`config.mk`:
```
export PLATFORM = sky130hd
export DESIGN_NAME = sb_pattern_detect
export DESIGN_NICKNAME = d
export VERILOG_FILES = /design/src/rtl/sb_pattern_detect.sv
export SDC_FILE = /design/constraint.sdc
export NUM_CORES = 1
export LEC_CHECK = 0
export ABC_AREA = 1
export CORE_MARGIN = 10
export CORE_UTILIZATION = 43
export DETAILED_ROUTE_END_ITERATION = 16
export PLACE_DENSITY_LB_ADDON = 0.1
export SYNTH_ARGS = -nofsm -noshare
export SYNTH_HDL_FRONTEND = slang
export SYNTH_SLANG_ARGS = --single-unit
```
`constraint.sdc`:
```
create_clock -name i_clk -period 4.5 [get_ports i_clk]
set_input_delay 0.675 -clock i_clk [delete_from_list [all_inputs] [get_ports i_clk]]
set_output_delay 0.675 -clock i_clk [all_outputs]
set_load 0.005 [all_outputs]
```
`src/rtl/sb_pattern_detect.sv`:
```
// Sideband clock-pattern detector for SBINIT: pulses done after REQ_MATCHES consecutive pattern words, or flags a timeout.
// Optional macro SB_PATTERN_DETECT_PHASE_TOL_EN also accepts the one-UI-slipped pattern (~PATTERN).
module sb_pattern_detect #(
    parameter int                 DATA_W         = 64,
    parameter logic [DATA_W-1:0]  PATTERN        = 64'hAAAA_AAAA_AAAA_AAAA,
    parameter int                 REQ_MATCHES    = 2,
    parameter int                 TIMEOUT_CYCLES = 800
) (
    input  logic                               i_clk,
    input  logic                               i_rst_n,
    input  logic                               i_detect_en,
    input  logic [DATA_W-1:0]                  i_deser_data,
    input  logic                               i_deser_valid,
    output logic                               o_rx_sb_pattern_samp_done,
    output logic                               o_detect_time_out,
    output logic [$clog2(REQ_MATCHES+1)-1:0]   o_match_cnt,
    output logic                               o_busy
);

    localparam int CNT_W = $clog2(REQ_MATCHES + 1);
    localparam int TMO_W = $clog2(TIMEOUT_CYCLES + 1);

    localparam logic [1:0] ST_IDLE   = 2'd0;
    localparam logic [1:0] ST_SEARCH = 2'd1;
    localparam logic [1:0] ST_DONE   = 2'd2;
    localparam logic [1:0] ST_TOUT   = 2'd3;

    logic [1:0]       state_r, state_nxt_s;
    logic [CNT_W-1:0] match_cnt_r, cnt_nxt_s, run_cnt_s, cnt_inc_s;
    logic [TMO_W-1:0] tmo_cnt_r, tmo_nxt_s;
    logic             done_r, done_nxt_s;
    logic             tout_r, tout_nxt_s;
    logic             busy_r;
    logic             hit_s;

    // Saturating increment keeps the run count bounded at REQ_MATCHES.
    assign cnt_inc_s = (match_cnt_r == CNT_W'(REQ_MATCHES)) ? match_cnt_r
                                                             : match_cnt_r + CNT_W'(1);

`ifdef SB_PATTERN_DETECT_PHASE_TOL_EN
    logic phase_r, phase_nxt_s, inv_s;

    // Run-length update with phase tracking: a phase flip restarts the run at one.
    always_comb begin
        inv_s     = (i_deser_data == ~PATTERN);
        hit_s     = (i_deser_data == PATTERN) || inv_s;
        run_cnt_s = match_cnt_r;
        if (!i_deser_valid) begin
            run_cnt_s = match_cnt_r;
        end else if (!hit_s) begin
            run_cnt_s = CNT_W'(0);
        end else if ((match_cnt_r != CNT_W'(0)) && (inv_s != phase_r)) begin
            run_cnt_s = CNT_W'(1);
        end else begin
            run_cnt_s = cnt_inc_s;
        end
    end

    // Phase of the current run; cleared whenever the detector is idle.
    always_comb begin
        phase_nxt_s = phase_r;
        if (state_r != ST_SEARCH) begin
            phase_nxt_s = 1'b0;
        end else if (i_deser_valid && hit_s) begin
            phase_nxt_s = inv_s;
        end else begin
            phase_nxt_s = phase_r;
        end
    end

    // Phase-tracking flop.
    always_ff @(posedge i_clk or negedge i_rst_n) begin
        if (!i_rst_n) begin
            phase_r <= 1'b0;
        end else begin
            phase_r <= phase_nxt_s;
        end
    end
`else
    // Run-length update for an exact pattern match; idle cycles keep the count.
    always_comb begin
        hit_s     = (i_deser_data == PATTERN);
        run_cnt_s = match_cnt_r;
        if (!i_deser_valid) begin
            run_cnt_s = match_cnt_r;
        end else if (hit_s) begin
            run_cnt_s = cnt_inc_s;
        end else begin
            run_cnt_s = CNT_W'(0);
        end
    end
`endif

    // Next-state logic; a final match takes priority over timeout expiry.
    always_comb begin
        state_nxt_s = state_r;
        cnt_nxt_s   = match_cnt_r;
        tmo_nxt_s   = tmo_cnt_r;
        done_nxt_s  = 1'b0;
        tout_nxt_s  = 1'b0;
        case (state_r)
            ST_IDLE: begin
                cnt_nxt_s = CNT_W'(0);
                tmo_nxt_s = TMO_W'(0);
                if (i_detect_en) begin
                    state_nxt_s = ST_SEARCH;
                end else begin
                    state_nxt_s = ST_IDLE;
                end
            end
            ST_SEARCH: begin
                if (!i_detect_en) begin
                    state_nxt_s = ST_IDLE;
                    cnt_nxt_s   = CNT_W'(0);
                    tmo_nxt_s   = TMO_W'(0);
                end else begin
                    cnt_nxt_s = run_cnt_s;
                    if (i_deser_valid && hit_s && (run_cnt_s == CNT_W'(REQ_MATCHES))) begin
                        state_nxt_s = ST_DONE;
                        done_nxt_s  = 1'b1;
                        tmo_nxt_s   = TMO_W'(0);
                    end else if (tmo_cnt_r == TMO_W'(TIMEOUT_CYCLES - 1)) begin
                        state_nxt_s = ST_TOUT;
                        tout_nxt_s  = 1'b1;
                        tmo_nxt_s   = TMO_W'(0);
                    end else begin
                        tmo_nxt_s = tmo_cnt_r + TMO_W'(1);
                    end
                end
            end
            ST_DONE, ST_TOUT: begin
                if (!i_detect_en) begin
                    state_nxt_s = ST_IDLE;
                    cnt_nxt_s   = CNT_W'(0);
                    tmo_nxt_s   = TMO_W'(0);
                end else begin
                    state_nxt_s = state_r;
                end
            end
            default: begin
                state_nxt_s = ST_IDLE;
                cnt_nxt_s   = CNT_W'(0);
                tmo_nxt_s   = TMO_W'(0);
            end
        endcase
    end

    // State, counters and registered outputs.
    always_ff @(posedge i_clk or negedge i_rst_n) begin
        if (!i_rst_n) begin
            state_r     <= ST_IDLE;
            match_cnt_r <= CNT_W'(0);
            tmo_cnt_r   <= TMO_W'(0);
            done_r      <= 1'b0;
            tout_r      <= 1'b0;
            busy_r      <= 1'b0;
        end else begin
            state_r     <= state_nxt_s;
            match_cnt_r <= cnt_nxt_s;
            tmo_cnt_r   <= tmo_nxt_s;
            done_r      <= done_nxt_s;
            tout_r      <= tout_nxt_s;
            busy_r      <= (state_nxt_s == ST_SEARCH);
        end
    end

    assign o_rx_sb_pattern_samp_done = done_r;
    assign o_detect_time_out         = tout_r;
    assign o_match_cnt               = match_cnt_r;
    assign o_busy                    = busy_r;

endmodule

```
==> results.toml <==
[worst_setup_path]
endpoint_kind = "flip-flop"
worstPathCellList = "clkdlybuf4s50_1 > inv_1 > nor2_1 > nand2_1 > nor2_1 > nand2_1 > nor2_1 > nand2_1 > nor2_4 > nand4_4 > nand2_2 > o22ai_1"
reg2reg_to = "tmo_cnt_r[2]"
critPathBufInv = 2
critPathMaxFanout = 8
slowest_stage = "clkdlybuf4s50_1"
worst-r2r-cell-count = 8
cp.required_ns = 4.66
cp_top_family = "simple AND/OR/NAND/NOR gates"
reg2reg_from = "tmo_cnt_r[0]"
critPathLaunchType = "input pin"
r2r_slack_ns = 2.69
crit_arrival_ns = 2.22
path_class = "input pin to flip-flop"
max_stage_delay_ns = 0.46

[power]
finalPower_uw = 359
vdd_drop_max_uv = 190
power_density_nw_per_um2 = 162
p_leak_nw = 1.04

[routing]
wl_per_cell_microns = 12.2
postRouteAntennaNets = 0
drt-initial-drc-count = 84
drc = 0
wl_microns = 4280
dr_total_vias = 1643
wl_met3_microns = 243
wl_met1_microns = 1950
routed.top_layer = "met4"
dr_wl_met2_microns = 2070
viasPerCell = 4.68
drt_pre_antenna_iters = 4

[floorplan]
start_util_pct = 45.7
die_x_microns = 77.4
die_y_microns = 77.4
die_area_sq_um = 5990
core_sq_um = 3100
ios = 73
num_rows = 20

[cells_and_area]
syn_to_final_growth_pct = 56.4
final_cells = 351
drive_gt1_share_pct = 4.23
diodes = 0
nNetsFinal = 378

[cts]
h-tree-depth = 1
cts.path.max_buffers = 2
cts_hold_buf = 0
numCtsBuffers = 3
numClockSinks = 17
path_clk_slew_ns = 0.10
cts_setup_buffers = 0
cts_tree = "built"
clock_latency_ns = 0.29
cts_resized = 0
cts_root_buffer = "clkbuf_4"

[synth]
syn_avg_cell_area_sq_um = 6.11
syn_inst = 232
synth_cell_types = 27
ys_top_cells_by_area = "dfrtp_1, inv_1, nor2_1"
synthArstFlopShare_pct = 100
synth_top_area_share_pct = 30.0
synth_most_common_cell = "inv_1"
syn_nets = 302
synth_seq_cells = 17
synth_edf_count = 0
yosysWarnings = 0
yosys-top-cells-count = "inv_1, nor2_1, nand2_1"
synth_ff_type = "dfrtp_1"
synth.yosys.seq_area_share_pct = 30.0
yosysTopAreaCell = "dfrtp_1"
synth_area_sq_um = 1420

[sta]
drv_slew = 0
finalHoldViolCount = 0
fmax_mhz = 486
finalSetupViolations = 0
setup_tns_ns = 0
relSlewSlack_pct = 48.0
worst_slew_pin_slew_ns = 0.777
rsz0062_at_grt = "no"
finalClockSkew_ns = 0.00840
period_needed_ns = 2.06
post-route-period-util_pct = 45.8

[run_status]
status = "finished clean"

[placement]
dp_hpwl_microns = 3770
gp_congestion = 0.789
placed_cells = 347
port_buffers = 72

[min_path]
hp-class = "flip-flop to flip-flop"
holdPathStages = 2
hp-start = "tmo_cnt_r[9]"
min_to = "tmo_cnt_r[9]"

[global_route]
grt_antenna_before_repair = 0
grt_usage_pct = 13.9
grt_overflow = 0
grt_pass1_vias = 1585
grt_pass1_wl_microns = 7090
grt_max_degree = 18

[run]
cap_violations = 0
[worst max-delay path by stage]
stage                               start      endpoint  slack, ns  cells past startpoint
after floorplan           i_deser_data[2]  tmo_cnt_r[2]       2.74                      9
after global placement    i_deser_data[2]  tmo_cnt_r[9]       2.17                     10
after detailed placement  i_deser_data[1]  tmo_cnt_r[2]       2.11                     12
after CTS                 i_deser_data[1]  tmo_cnt_r[2]       2.42                     12
after global routing      i_deser_data[1]  tmo_cnt_r[5]       2.25                     12
final                     i_deser_data[1]  tmo_cnt_r[2]       2.44                     12
[cells by family (layout without fill, tap and decap cells)]
| group | Yosys count | in the layout | share of synthesized area [%] |
|---|---|---|---|
| xor+xnor | 4 | 4 | 2.47 |
| flops | 17 | 17 | 30.0 |
| simple gates | 129 | 129 | 41.5 |
| buf+inv | 58 | 133 | 15.4 |
| fa+ha+maj | 2 | 2 | 1.76 |
| compound gates | 22 | 22 | 8.91 |
[placed cells by master, fill, tap and decap left out, types with 2 or more instances in the layout]
| cell type | instances |
|---|---|
| dfrtp_1 | 17 |
| ha_1 | 2 |
| inv_1 | 57 |
| nand2_1 | 45 |
| nand3_1 | 7 |
| nor3_1 | 5 |
| nand4_1 | 11 |
| o22ai_1 | 8 |
| clkbuf_4 | 3 |
| nand2_2 | 2 |
| o21ai_0 | 7 |
| nor2_1 | 49 |
| a21oi_1 | 4 |
| clkdlybuf4s50_1 | 72 |
| nor3_2 | 2 |
| xor2_1 | 3 |
[registers in the layout, summed over array words and instances, names as in the netlist]
name / flops
tmo_cnt_r: 10
o_match_cnt: 2
state_r: 2
o_busy: 1
o_detect_time_out: 1
o_rx_sb_pattern_samp_done: 1
[cell type report]
cell class | instances | area [sq um]
clock buffers | 3 | 22.5
fillers | 304 | 886
inverters | 57 | 214
well taps | 44 | 55.1
repair buffers | 72 | 721
flip-flops and latches | 17 | 425
clock inverters | 1 | 5.00
multi-input cells | 157 | 774
[per-layer routing]
metal / vias up / GRT usage, %
li1: 875 / -
met1: 716 / 16.9
met2: 50 / 24.2
met3: 2 / 4.49
met4: 0 / 1.09
met5: - / 0
[metrics by stage]
| step | cell area [sq um] | setup slack [ns] | utilization (%) | hold WS, ns |
|---|---|---|---|---|
| floorplan | 1420 | 2.74 | - | 0.379 |
| global placement | 2190 | 2.17 | 70.6 | 0.556 |
| detailed placement | 2190 | 2.11 | 70.6 | 0.568 |
| CTS | 2220 | 2.42 | 71.5 | 0.584 |
| global route | 2220 | 2.25 | 71.5 | 0.618 |
| finish | 2220 | 2.44 | 71.5 | 0.579 |
[report_power, final]
group / internal (mW) / total [mW] / leakage (nW) / switching [mW]
clock: 0.0331 / 0.0823 / 0.0177 / 0.0492
sequential: 0.160 / 0.164 / 0.231 / 0.00392
combinational: 0.0692 / 0.113 / 0.791 / 0.0434
total: 0.262 / 0.359 / 1.04 / 0.0965
[tightest hold or removal path: cells and delay by family (launching register included)]
kind,cells,cell delay [ns]
buf+inv,1,0.07
flops,1,0.39
compound gates,1,0.08
Note: power is estimated with default switching activity, not from simulation.
